--- config.mk ---
export PLATFORM = sky130hd
export DESIGN_NAME = sap_cpu_p
export DESIGN_NICKNAME = d
export VERILOG_FILES = /design/src/rtl/sap_cpu_p_pkg.sv /design/src/rtl/sap_cpu_p_alu.sv /design/src/rtl/sap_cpu_p.sv
export SDC_FILE = /design/constraint.sdc
export NUM_CORES = 1
export LEC_CHECK = 0
export ABC_AREA = 1
export ABC_CLOCK_PERIOD_IN_PS = 2300
export BUFFER_PORTS_ARGS = -buffer_cell sky130_fd_sc_hd__buf_4
export CORE_MARGIN = 4
export CORE_UTILIZATION = 45
export CTS_CLUSTER_DIAMETER = 80
export CTS_CLUSTER_SIZE = 40
export DETAILED_ROUTE_END_ITERATION = 6
export HOLD_SLACK_MARGIN = 0.02
export PLACE_DENSITY = 0.7
export SLEW_MARGIN = 20
export SYNTH_ARGS = -nofsm -noshare
export SYNTH_HDL_FRONTEND = slang
export SYNTH_HIERARCHICAL = 1
export SYNTH_SLANG_ARGS = --single-unit
export TNS_END_PERCENT = 10
--- constraint.sdc ---
create_clock -name clk -period 2.3 [get_ports clk]
set_clock_uncertainty 0.15 [all_clocks]
set_input_delay 0.575 -clock clk [delete_from_list [all_inputs] [get_ports clk]]
set_output_delay 0.575 -clock clk [all_outputs]
set_load 0.005 [all_outputs]
--- src/rtl/sap_cpu_p_pkg.sv ---
// ============================================================================
// sap_pkg : opcodes, microstep encoding and instruction field helpers
// Rev 1.0 : initial parametrised release
// ============================================================================
`default_nettype none

package sap_pkg;

    localparam logic [3:0] OP_NOP = 4'h0;
    localparam logic [3:0] OP_LDA = 4'h1;
    localparam logic [3:0] OP_ADD = 4'h2;
    localparam logic [3:0] OP_OUT = 4'h3;
    localparam logic [3:0] OP_SUB = 4'h4;
    localparam logic [3:0] OP_STA = 4'h5;
    localparam logic [3:0] OP_LDI = 4'h6;
    localparam logic [3:0] OP_JMP = 4'h7;
    localparam logic [3:0] OP_JC  = 4'h8;
    localparam logic [3:0] OP_JZ  = 4'h9;
    localparam logic [3:0] OP_HLT = 4'hF;

    typedef enum logic [2:0] {
        T0 = 3'd0,
        T1 = 3'd1,
        T2 = 3'd2,
        T3 = 3'd3,
        T4 = 3'd4
    } step_t;

    // Callers zero-extend the word to 64 bits and pass their own widths.
    function automatic logic [3:0] get_opcode(input logic [63:0] word,
                                              input int unsigned data_w);
        return 4'(word >> (data_w - 4));
    endfunction

    function automatic logic [63:0] get_operand(input logic [63:0] word,
                                                input int unsigned addr_w);
        return word & ((64'd1 << addr_w) - 64'd1);
    endfunction

endpackage

`default_nettype wire

--- src/rtl/sap_cpu_p_alu.sv ---
// ============================================================================
// sap_alu : combinational add/subtract with carry and zero flags
// Rev 1.0 : initial parametrised release
// ============================================================================
`default_nettype none

module sap_alu #(
    parameter int DATA_W = 8
) (
    input  logic [DATA_W-1:0] a,
    input  logic [DATA_W-1:0] b,
    input  logic              sub,
    output logic [DATA_W-1:0] result,
    output logic              c,
    output logic              z
);

    logic [DATA_W-1:0] w_b_eff;
    logic [DATA_W:0]   w_sum;

    // Subtract as A + ~B + 1, so carry out means "no borrow".
    assign w_b_eff = sub ? ~b : b;
    assign w_sum   = {1'b0, a} + {1'b0, w_b_eff} + (DATA_W+1)'(sub);
    assign result  = w_sum[DATA_W-1:0];
    assign c       = w_sum[DATA_W];
    assign z       = (w_sum[DATA_W-1:0] == '0);

endmodule

`default_nettype wire

--- src/rtl/sap_cpu_p.sv ---
// ============================================================================
// sap_cpu_p : multicycle microcoded accumulator CPU with unified RAM
// Rev 1.0 : initial parametrised release
// ============================================================================
`default_nettype none

module sap_cpu_p
    import sap_pkg::*;
#(
    parameter int DATA_W = 8,
    parameter int ADDR_W = 4
) (
    input  logic              clk,
    input  logic              rst_n,
    input  logic              step_en,
    input  logic              prog_we,
    input  logic [ADDR_W-1:0] prog_addr,
    input  logic [DATA_W-1:0] prog_data,
    output logic [DATA_W-1:0] out_data,
    output logic              out_valid,
    output logic              halted,
    output logic [ADDR_W-1:0] pc_o
);

    localparam int DEPTH = 1 << ADDR_W;

    logic [DATA_W-1:0] mem_q [0:DEPTH-1];

    logic [ADDR_W-1:0] pc_q;
    logic [ADDR_W-1:0] mar_q;
    logic [DATA_W-1:0] a_q;
    logic [DATA_W-1:0] b_q;
    logic [DATA_W-1:0] ir_q;
    logic [DATA_W-1:0] out_data_q;
    logic              c_q;
    logic              z_q;
    logic              halted_q;
    logic              out_valid_q;
    step_t             step_q;

    logic [3:0]        w_opcode;
    logic [ADDR_W-1:0] w_operand;
    logic [DATA_W-1:0] w_ram_rd;
    logic              w_advance;
    logic              w_sta_we;
    logic [DATA_W-1:0] w_alu_res;
    logic              w_alu_c;
    logic              w_alu_z;

    assign w_opcode  = get_opcode(64'(ir_q), DATA_W);
    assign w_operand = ADDR_W'(get_operand(64'(ir_q), ADDR_W));
    assign w_ram_rd  = mem_q[mar_q];
    assign w_advance = step_en && !halted_q;
    // Reset gating keeps an abandoned STA from landing in RAM.
    assign w_sta_we  = rst_n && w_advance && (step_q == T3) && (w_opcode == OP_STA);

    sap_alu #(
        .DATA_W (DATA_W)
    ) u_alu (
        .a      (a_q),
        .b      (b_q),
        .sub    (w_opcode == OP_SUB),
        .result (w_alu_res),
        .c      (w_alu_c),
        .z      (w_alu_z)
    );

    // The load port outranks a same-edge STA and is live through reset and halt.
    always_ff @(posedge clk) begin
        if (prog_we) begin
            mem_q[prog_addr] <= prog_data;
        end else if (w_sta_we) begin
            mem_q[mar_q] <= a_q;
        end
    end

    always_ff @(posedge clk) begin
        if (!rst_n) begin
            pc_q        <= '0;
            mar_q       <= '0;
            a_q         <= '0;
            b_q         <= '0;
            ir_q        <= '0;
            out_data_q  <= '0;
            c_q         <= 1'b0;
            z_q         <= 1'b0;
            halted_q    <= 1'b0;
            out_valid_q <= 1'b0;
            step_q      <= T0;
        end else begin
            out_valid_q <= 1'b0;
            if (w_advance) begin
                unique case (step_q)
                    T0: begin
                        mar_q  <= pc_q;
                        step_q <= T1;
                    end
                    T1: begin
                        ir_q   <= w_ram_rd;
                        pc_q   <= pc_q + ADDR_W'(1);
                        step_q <= T2;
                    end
                    T2: begin
                        step_q <= T0;
                        case (w_opcode)
                            OP_LDA, OP_ADD, OP_SUB, OP_STA: begin
                                mar_q  <= w_operand;
                                step_q <= T3;
                            end
                            OP_LDI: a_q <= DATA_W'(w_operand);
                            OP_JMP: pc_q <= w_operand;
                            OP_JC:  if (c_q) pc_q <= w_operand;
                            OP_JZ:  if (z_q) pc_q <= w_operand;
                            OP_OUT: begin
                                out_data_q  <= a_q;
                                out_valid_q <= 1'b1;
                            end
                            OP_HLT: halted_q <= 1'b1;
                            default: ;
                        endcase
                    end
                    T3: begin
                        step_q <= T0;
                        case (w_opcode)
                            OP_LDA: a_q <= w_ram_rd;
                            OP_ADD, OP_SUB: begin
                                b_q    <= w_ram_rd;
                                step_q <= T4;
                            end
                            default: ;
                        endcase
                    end
                    T4: begin
                        a_q    <= w_alu_res;
                        c_q    <= w_alu_c;
                        z_q    <= w_alu_z;
                        step_q <= T0;
                    end
                    default: step_q <= T0;
                endcase
            end
        end
    end

    assign out_data  = out_data_q;
    assign out_valid = out_valid_q;
    assign halted    = halted_q;
    assign pc_o      = pc_q;

endmodule

`default_nettype wire

---- After elaboration in Yosys (flattened, before gate mapping) ----
Memories as Yosys holds them, arrays and structs flattened. A register that Yosys moved wholly into a read port is not among the register bits.
Index checks and enable logic that the tools add are counted.
operators by class
  equality and inequality tests ........... 20
  muxes and demuxes ....................... 24
  reductions and logical operators ........ 22
  bitwise logic cells ..................... 1
  add/sub/neg operators ................... 3
operators by type and width
  cell                                            number
  2-to-1 mux 8 bit                                4
  2-to-1 mux 4 bit                                6
  case mux 8 bit (3 select lines)                 1
  == test 4 x 3 -> 1 bit (second input constant)  4
  case mux 4 bit (2 select lines)                 2
  AND reduction 3 bit                             5
  == test 4 bit (second input constant)           3
  case mux 3 bit (4 select lines)                 1
  case mux 4 bit (3 select lines)                 1
  adder 8 x 8 -> 9 bit                            1
  adder 9 x 1 -> 9 bit                            1
  == test 4 x 2 -> 1 bit (second input constant)  2
  zero test 8 bit                                 1
  inverter 8 bit                                  1
  OR reduction 8 bit                              1
  2-to-1 mux 1 bit                                7
  == test 3 x 2 -> 1 bit (second input constant)  2
  != test 2 x 1 -> 1 bit (second input constant)  3
  != test 3 bit (second input constant)           2
  AND reduction 5 bit                             1
  adder 4 x 1 -> 4 bit (second input constant)    1
  == test 4 x 1 -> 1 bit (second input constant)  1
  logical AND 1 bit                               4
  != test 4 x 2 -> 1 bit (second input constant)  1
  12 further kinds                                14
word-level totals
  bits of input ports ..................... 16
  memory bits (writable) .................. 128
  logic and storage cells ................. 82
  memories ................................ 1
  register bits after elaboration ......... 47
memory list
  name   depth  bits a word  rd ports  clocked after memory_dff  wr ports  line             RTL
  mem_q  16     8            1         1                         1         sap_cpu_p.sv:27  logic [DATA_W-1:0] mem_q [0:DEPTH-1];

---- Depth between registers and ports, before layout ----
Gate-level depths: netlist of the first run.
  depth in word-level cells ............... 10
  mapped depth ............................ 20
  depth with buffers taken out ............ 19

---- Hierarchy ----
The synthesis of the first run kept the hierarchy.
modules (own cells, without submodules)
  module     area an instance (µm²)  sequential area each (µm²)  cells each  times used
  sap_cpu_p  8020.2                  4864.7                      895         1
  sap_alu    530.5                   0.0                         87          1

---- Least setup slack after synthesis of the first run ----
No wires, ideal clock.
  kind .................................... input -> register
  start ................................... input port step_en
  end ..................................... memory mem_q[0][0] (enable)
  data arrival time ....................... 1903 ps
  path slack .............................. -123 ps
  cell stages on the path ................. 8
  path buffers ............................ 0
  cell sequence ........................... nand2_1 -> nor3_4 -> nand3_4 -> nand2_1 -> nand2_1 -> clkinv_1 -> nand2_1 -> nor2_1
on the way
  longest elaborated chain between the ends .. 9
  elaborated cells on any way between the ends .. 10
ends and longest elaborated chain
  item                                                                   line             RTL
  start: declaration                                                     sap_cpu_p.sv:15  input logic step_en,
  logical AND 1 bit (*)                                                  sap_cpu_p.sv:53  assign w_advance = step_en && !halted_q;
  logical AND 1 bit (*) (3 in a row)                                     sap_cpu_p.sv:55  assign w_sta_we = rst_n && w_advance && (step_q == T3) && (w_opcode == OP_STA);
  2-to-1 mux 1 bit (*)                                                   sap_cpu_p.sv:72  end else if (w_sta_we) begin
  2-to-1 mux 1 bit (*)                                                   sap_cpu_p.sv:70  if (prog_we) begin
  2-to-1 mux 1 bit (implied by the code) (*)                             sap_cpu_p.sv:73  mem_q[mar_q] <= a_q;
  OR reduction 8 bit (no source line)                                    n/a
  2-to-1 mux 4 bit (no source line) or 2-to-1 mux 1 bit (tied branches)  n/a
  end: declaration                                                       sap_cpu_p.sv:27
Mark *: on every way between the ends. The rest lies on a longest branch, timed or not.

---- Worst setup path in the final report of the first run ----
  start ................................... register ir_q[5]
  end ..................................... register z_q
on the way
  longest elaborated chain between the ends .. 5
ends and longest elaborated chain
  item                        line                 RTL
  start: declaration          sap_cpu_p.sv:33      logic [DATA_W-1:0] ir_q;
  start signal: assignment    sap_cpu_p.sv:99      ir_q <= w_ram_rd;
  == test 4 x 3 -> 1 bit (*)  sap_cpu_p.sv:62      .sub (w_opcode == OP_SUB),
  2-to-1 mux 8 bit            sap_cpu_p_alu.sv:22  assign w_b_eff = sub ? ~b : b;
  adder 8 x 8 -> 9 bit        sap_cpu_p_alu.sv:23  assign w_sum = {1'b0, a} + {1'b0, w_b_eff} + (DATA_W+1)'(sub);
  adder 9 x 1 -> 9 bit (*)    sap_cpu_p_alu.sv:23
  zero test 8 bit (*)         sap_cpu_p_alu.sv:26  assign z = (w_sum[DATA_W-1:0] == '0);
  via w_alu_z                 sap_cpu_p.sv:48      logic w_alu_z;
  end signal: assignment      sap_cpu_p.sv:136     z_q <= w_alu_z;
  end: declaration            sap_cpu_p.sv:36      logic z_q;
Mark *: on every way through the listed nets, which the timed path passes. The rest lies on a longest branch.
A chain may end at the register's enable or synchronous reset.

==> flow_summary.toml, run 1 <==
[floorplan]
fp.dieW_um = 146
io-pin-count = 30
dieArea_sq_um = 21300
start_util = 0.457
core_region_area_sq_um = 18700
die_h_um = 146
fp-row-count = 50

[worst_setup_path]
reg2regPathDepth = 16
critical_path_required_ns = 2.52
worstSetupPathType = "flip-flop to flip-flop"
r2r_start = "ir_q[5]$_SDFFE_PN0P_"
crit_start = "ir_q[5]$_SDFFE_PN0P_"
crit_end = "z_q$_SDFFE_PN0P_"
critPathMaxFanout = 6
critPathArrivalTime_ns = 2.60
timing.rr.end = "z_q$_SDFFE_PN0P_"
end_kind = "flip-flop"
start_kind = "flip-flop"
ff2ff_setup_slack_ns = -0.07

[place]
gp_congestion = 0.870
portBuffers = 29
post-dp-hpwl_mm = 13.5
placed_cells = 1264

[cells_and_area]
fin_cells = 1303
diodes = 0
fin_nets = 1081
syn_to_final_growth_pct = 19.6
drive_gt1_frac = 0.189

[global_route]
grt_pass1_wl_mm = 32.1
grt_max_degree = 65
grt_pass1_vias = 6129
antenna_found_initial = 0
grt.total_usage = 0.191
grt.overflow.total = 0

[logic_synthesis]
yosysWarnings = 6
avgSynthCellArea_sq_um = 8.71
syn-cell-area_sq_um = 8550
synth_ff_type = "edfxtp_1"
synthCells = 982
synth_fp_nets = 1007
synth-seq-cells = 179
ys_seq_area_frac = 0.569
synth_edf_count = 128
async_flop_share = 0
synth.distinct_cells = 35

[cts]
clk_pin_slew_ns = 0.07
insertion_delay_ns = 0.44
h-tree-depth = 4
root_buffer = "clkbuf_16"
cts.path.max_buffers = 2
clkSinkCount = 179
cts_tree = "built"
numCtsBuffers = 17

[drt]
vias = 6573
viasPerCell = 5.04
first_iter_violations = 592
routed_wl_mm = 20.3
drc = 0
routed_wire_length_per_instance_um = 15.6
drt_pass1_iterations = 7
ant_nets = 0

[power_and_ir_drop]
vdd.ir_drop.worst_mv = 0.670
power.leakage_nw = 4.63
p_per_area_nw_per_um2 = 703

[timing]
setup_viol = 4
min_period_ns = 2.37
worst_hold_slack_ns = 0.304
setup_ws_ns = -0.0745
max_freq_mhz = 421
hold_viol_final = 0
fin_crit_sh = 1.03
grt_setup_unrepaired = "true"
setup_tns_ns = -0.182
slew_violations = 0
worst_pin_slew_ns = 0.555
maxSlewHeadroom = 0.630

[hold_path]
holdCritPathClass = "flip-flop to flip-flop"

[run_status]
outcome = "finished with violations"
violations = "setup timing"

[flow_run]
max-cap-violations = 0
-- cell type report --
type	instances	area [sq um]
fill	1637	8480
sequential	179	4870
multi-input combinational	588	3090
timing repair buffer	89	728
inverter	181	683
clock buffer	17	425
tap	234	293
clock inverter	15	139
-- cell usage in the layout (no fill, tap or decap), types with 9 or more instances in the layout --
cell,synthesis,final
clkbuf_16,0,17
o21ai_0,42,41
edfxtp_1,128,128
nand2_2,6,21
buf_4,0,80
inv_1,174,168
nand3_1,120,112
dfxtp_1,51,47
a21oi_1,35,33
inv_2,4,9
nand4_1,10,10
nand2_1,256,240
nor2_1,66,59
-- per-stage QoR --
stage | cell area, sq um | utilization | setup WS, ns | power [mW]
global route | 10200 | 0.547 | -0.195 | 7.47
finish | 10200 | 0.547 | -0.0745 | 7.19
detailed placement | 9330 | 0.499 | -0.151 | 4.44
global placement | 9330 | 0.499 | -0.0660 | 4.43
CTS | 9980 | 0.534 | -0.0524 | 7.15
floorplan | 8550 | - | -0.123 | 4.13
-- cell usage after synthesis (2+ instances only) --
library cell,number,area share
mux2_4,8,0.014
nor2_1,66,0.029
edfxtp_1,128,0.45
buf_2,8,0.0047
nor2_2,2,0.0015
ha_1,8,0.012
nand2_2,6,0.0044
a211oi_1,8,0.0070
a21oi_1,35,0.020
clkbuf_1,22,0.0097
xnor2_1,2,0.0020
nand3_2,2,0.0023
nand2_1,256,0.11
buf_1,2,0.00088
nor3_4,2,0.0038
clkinv_1,3,0.0013
nand2_4,3,0.0040
xor2_1,7,0.0072
nand3_1,120,0.070
a21oi_2,2,0.0020
nand4_1,10,0.0073
buf_6,2,0.0026
inv_2,4,0.0018
inv_1,174,0.076
o21ai_0,42,0.025
dfxtp_1,51,0.12
-- cells by family (layout without fill, tap and decap cells) --
group | after synthesis | in the layout | share of synthesized area
AOI/OAI and AO/OA | 91 | 91 | 0.0574
xor gates and xnor gates | 9 | 9 | 0.00922
adders and majority gates | 9 | 9 | 0.0140
buffers and inverters | 215 | 302 | 0.0973
DFF | 179 | 179 | 0.569
muxes | 8 | 8 | 0.0140
and+or+nand+nor | 471 | 471 | 0.239
-- timing repair --
action / 4_1_cts / 5_1_grt
setup buffers: 4 / 3
gates resized for setup: 16 / 54
hold buffers: 0 / 0
pin swaps: 13 / 27
setup endpoints to repair: 6 / 136
-- state kept, by name, indices dropped and copies added (netlist names), 3 cells and up, named ones only --
register,flops
pc_o,4
a_q,8
step_q,3
b_q,8
mar_q,4
ir_q,8
mem_q,128
out_data,8
-- per-layer routing --
| metal | wire [um] | up-vias | part of all wire | global-route usage |
|---|---|---|---|---|
| met4 | 456 | 0 | 0.022 | 0.0632 |
| met2 | 9730 | 214 | 0.48 | 0.305 |
| met1 | 8760 | 3022 | 0.43 | 0.265 |
| met5 | 0 | - | 0 | 0 |
| li1 | - | 3300 | - | - |
| met3 | 1360 | 37 | 0.067 | 0.0358 |
-- where the power goes --
part	switching [mW]	internal, mW
registers	0.0457	3.53
clock network	1.32	1.43
logic	0.566	0.294
-- worst min-delay path by stage --
stage	startpoint	endpoint	slack (ns)	depth (start not counted)
finish	out_data[7]$_SDFFE_PN0P_	out_data[7]$_SDFFE_PN0P_	0.30	2
global route	out_data[7]$_SDFFE_PN0P_	out_data[7]$_SDFFE_PN0P_	0.34	2
CTS	out_data[7]$_SDFFE_PN0P_	out_data[7]$_SDFFE_PN0P_	0.31	2
detailed placement	out_data[0]$_SDFFE_PN0P_	out_data[0]$_SDFFE_PN0P_	0.29	2
global placement	out_data[4]$_SDFFE_PN0P_	out_data[4]$_SDFFE_PN0P_	0.30	2
floorplan	out_data[2]$_SDFFE_PN0P_	out_data[2]$_SDFFE_PN0P_	0.30	2
-- critical path, cell delays in order, from the launching register on --
cell and delay, ns:
dfxtp_2 0.33, inv_2 0.07, nand3_4 0.09, nor2_4 0.10, buf_12 0.15, nand2_4 0.06
nand2_4 0.06, inv_4 0.03, fa_2 0.57, nand3_1 0.07, nor2_1 0.10, nand3_1 0.09
nor2_1 0.12, nand2_1 0.08, nor2_2 0.11, nor2_1 0.06, nor2_1 0.08
Note: power is estimated with default switching activity, not from simulation.
==> run 2: changes to the inputs <==
--- a/config.mk
+++ b/config.mk
@@ -6,7 +6,7 @@
 export NUM_CORES = 1
 export LEC_CHECK = 0
 export ABC_AREA = 1
-export ABC_CLOCK_PERIOD_IN_PS = 2300
+export ABC_CLOCK_PERIOD_IN_PS = 2390
 export BUFFER_PORTS_ARGS = -buffer_cell sky130_fd_sc_hd__buf_4
 export CORE_MARGIN = 4
 export CORE_UTILIZATION = 45
@@ -14,7 +14,7 @@
 export CTS_CLUSTER_SIZE = 40
 export DETAILED_ROUTE_END_ITERATION = 6
 export HOLD_SLACK_MARGIN = 0.02
-export PLACE_DENSITY = 0.7
+export PLACE_DENSITY = 0.68
 export SLEW_MARGIN = 20
 export SYNTH_ARGS = -nofsm -noshare
 export SYNTH_HDL_FRONTEND = slang
==> constraint.sdc (replaced) <==
create_clock -name clk -period 2.39 [get_ports clk]
set_clock_uncertainty 0.15 [all_clocks]
set_input_delay 0.5975 -clock clk [delete_from_list [all_inputs] [get_ports clk]]
set_output_delay 0.5975 -clock clk [all_outputs]
set_load 0.005 [all_outputs]
==> flow_summary.toml, run 2 (same netlist as run 1, synthesis figures left out) <==
[run_status]
outcome = "finished with violations"
violations = "setup timing"

[cells_and_area]
fin_cells = 1306
largest_reg_flops = 128
fillers = 1595
regMostFlops = "mem_q"
drive_gt1_frac = 0.175
fin_nets = 1084
layout.area.seq_sq_um = 4870
diodes = 0
syn_to_final_growth_pct = 20.1
multi_input_comb_area_sq_um = 3070
layout_commonest_cell = "nand2_1"
layout.cells.most_common_list = "252 x nand2_1, 169 x inv_1, 128 x edfxtp_1"

[floorplan]
dieArea_sq_um = 21300
die_h_um = 146
fp-row-count = 50
start_util = 0.457
io-pin-count = 30
core_region_area_sq_um = 18700
fp.dieW_um = 146

[drt]
routed_wire_length_per_instance_um = 16.0
viasPerCell = 5.08
routed_wl_mm = 20.9
drc = 0
first_iter_violations = 694
ant_nets = 0
drt_pass1_iterations = 5
vias = 6634

[cts]
cts.path.max_buffers = 2
insertion_delay_ns = 0.43
clk_pin_slew_ns = 0.07
root_buffer = "clkbuf_16"
clkSinkCount = 179
cts_tree = "built"
numCtsBuffers = 17
h-tree-depth = 4

[timing]
max_freq_mhz = 411
setup_tns_ns = -0.0825
hold_viol_final = 0
fin_crit_sh = 1.02
min_period_ns = 2.43
maxSlewHeadroom = 0.594
slew_violations = 0
worst_pin_slew_ns = 0.608
setup_viol = 2
setup_ws_ns = -0.0435
worst_hold_slack_ns = 0.309
grt_setup_unrepaired = "true"

[worst_setup_path]
worstSetupPathType = "flip-flop to flip-flop"
ff2ff_setup_slack_ns = -0.04
timing.rr.end = "a_q[7]$_SDFFE_PN0P_"
critical_path_required_ns = 2.60
crit_end = "a_q[7]$_SDFFE_PN0P_"
critPathArrivalTime_ns = 2.64
crit_start = "ir_q[5]$_SDFFE_PN0P_"
reg2regPathDepth = 17
r2r_start = "ir_q[5]$_SDFFE_PN0P_"
start_kind = "flip-flop"
critPathMaxFanout = 6
end_kind = "flip-flop"

[global_route]
grt_pass1_vias = 6219
grt_max_degree = 65
antenna_found_initial = 0
grt.total_usage = 0.195
grt.overflow.total = 0
grt_pass1_wl_mm = 32.6

[flow_run]
max-cap-violations = 0

[place]
placed_cells = 1260
gp_congestion = 0.858
portBuffers = 29
post-dp-hpwl_mm = 13.8
pre_cts_slack_ns = -0.0848

[power_and_ir_drop]
vdd.ir_drop.worst_mv = 0.501
power.leakage_nw = 4.64
p_per_area_nw_per_um2 = 686

[hold_path]
holdCritPathClass = "flip-flop to flip-flop"
-- run 2: through the flow --
stage                      util  instance area (sq um)  total power [mW]
after floorplan               -                   8550              3.98
after global placement    0.497                   9300              4.25
after detailed placement  0.497                   9300              4.26
after CTS                 0.536                  10000              7.03
after global routing      0.549                  10300              7.31
final                     0.549                  10300              7.05
-- run 2: worst min path at each step --
| stage | start | to | slack [ns] | depth (start not counted) |
|---|---|---|---|---|
| 2_1_floorplan | out_data[2]$_SDFFE_PN0P_ | out_data[2]$_SDFFE_PN0P_ | 0.30 | 2 |
| 5_1_grt | out_data[0]$_SDFFE_PN0P_ | out_data[0]$_SDFFE_PN0P_ | 0.33 | 2 |
| 3_5_place_dp | out_data[5]$_SDFFE_PN0P_ | out_data[5]$_SDFFE_PN0P_ | 0.30 | 2 |
| 3_3_place_gp | out_data[3]$_SDFFE_PN0P_ | out_data[3]$_SDFFE_PN0P_ | 0.30 | 2 |
| 6_report | out_data[5]$_SDFFE_PN0P_ | out_data[5]$_SDFFE_PN0P_ | 0.31 | 2 |
| 4_1_cts | out_data[5]$_SDFFE_PN0P_ | out_data[5]$_SDFFE_PN0P_ | 0.31 | 2 |
-- run 2: metal layers --
| metal | share of wire | vias up | wire length, um | track usage |
|---|---|---|---|---|
| met2 | 0.49 | 196 | 10200 | 0.316 |
| li1 | - | 3302 | - | - |
| met1 | 0.44 | 3107 | 9310 | 0.271 |
| met4 | 0.021 | 0 | 444 | 0.0632 |
| met5 | 0 | - | 0 | 0 |
| met3 | 0.047 | 29 | 982 | 0.0315 |
-- run 2: critical path: stages, from the launching register on --
cell	delay (ns)
dfxtp_2	0.32
inv_2	0.08
nand3_4	0.09
nor2_4	0.11
buf_12	0.15
buf_4	0.20
xor2_4	0.17
ha_4	0.23
a21o_1	0.18
nor2_2	0.12
nand2_1	0.07
nand2_1	0.05
nand2_1	0.06
inv_1	0.06
inv_1	0.03
nor2_1	0.09
nor2_1	0.06
a21oi_1	0.15
-- run 2: report_power, final --
part / switching (mW) / internal [mW] / leakage, nW
Combinational: 0.542 / 0.297 / 2.79
Clock: 1.28 / 1.48 / 0.280
Sequential: 0.0465 / 3.40 / 1.57
Total: 1.87 / 5.18 / 4.64
-- run 2: area by class of cell --
cell class | instances | share of cell area
multi-input combinational | 588 | 0.299
clock buffer | 17 | 0.0414
sequential | 179 | 0.474
clock inverter | 15 | 0.0160
tap | 234 | 0.0285
inverter | 181 | 0.0661
timing repair buffer | 92 | 0.0748
-- run 2: repair_timing --
action / 4_1_cts / 5_1_grt
hold endpoints to repair: 0 / 0
resized for setup: 17 / 32
pin swaps: 14 / 27
hold buffers: 0 / 0
buffers inserted: 9 / 6
setup endpoints to repair: 4 / 20
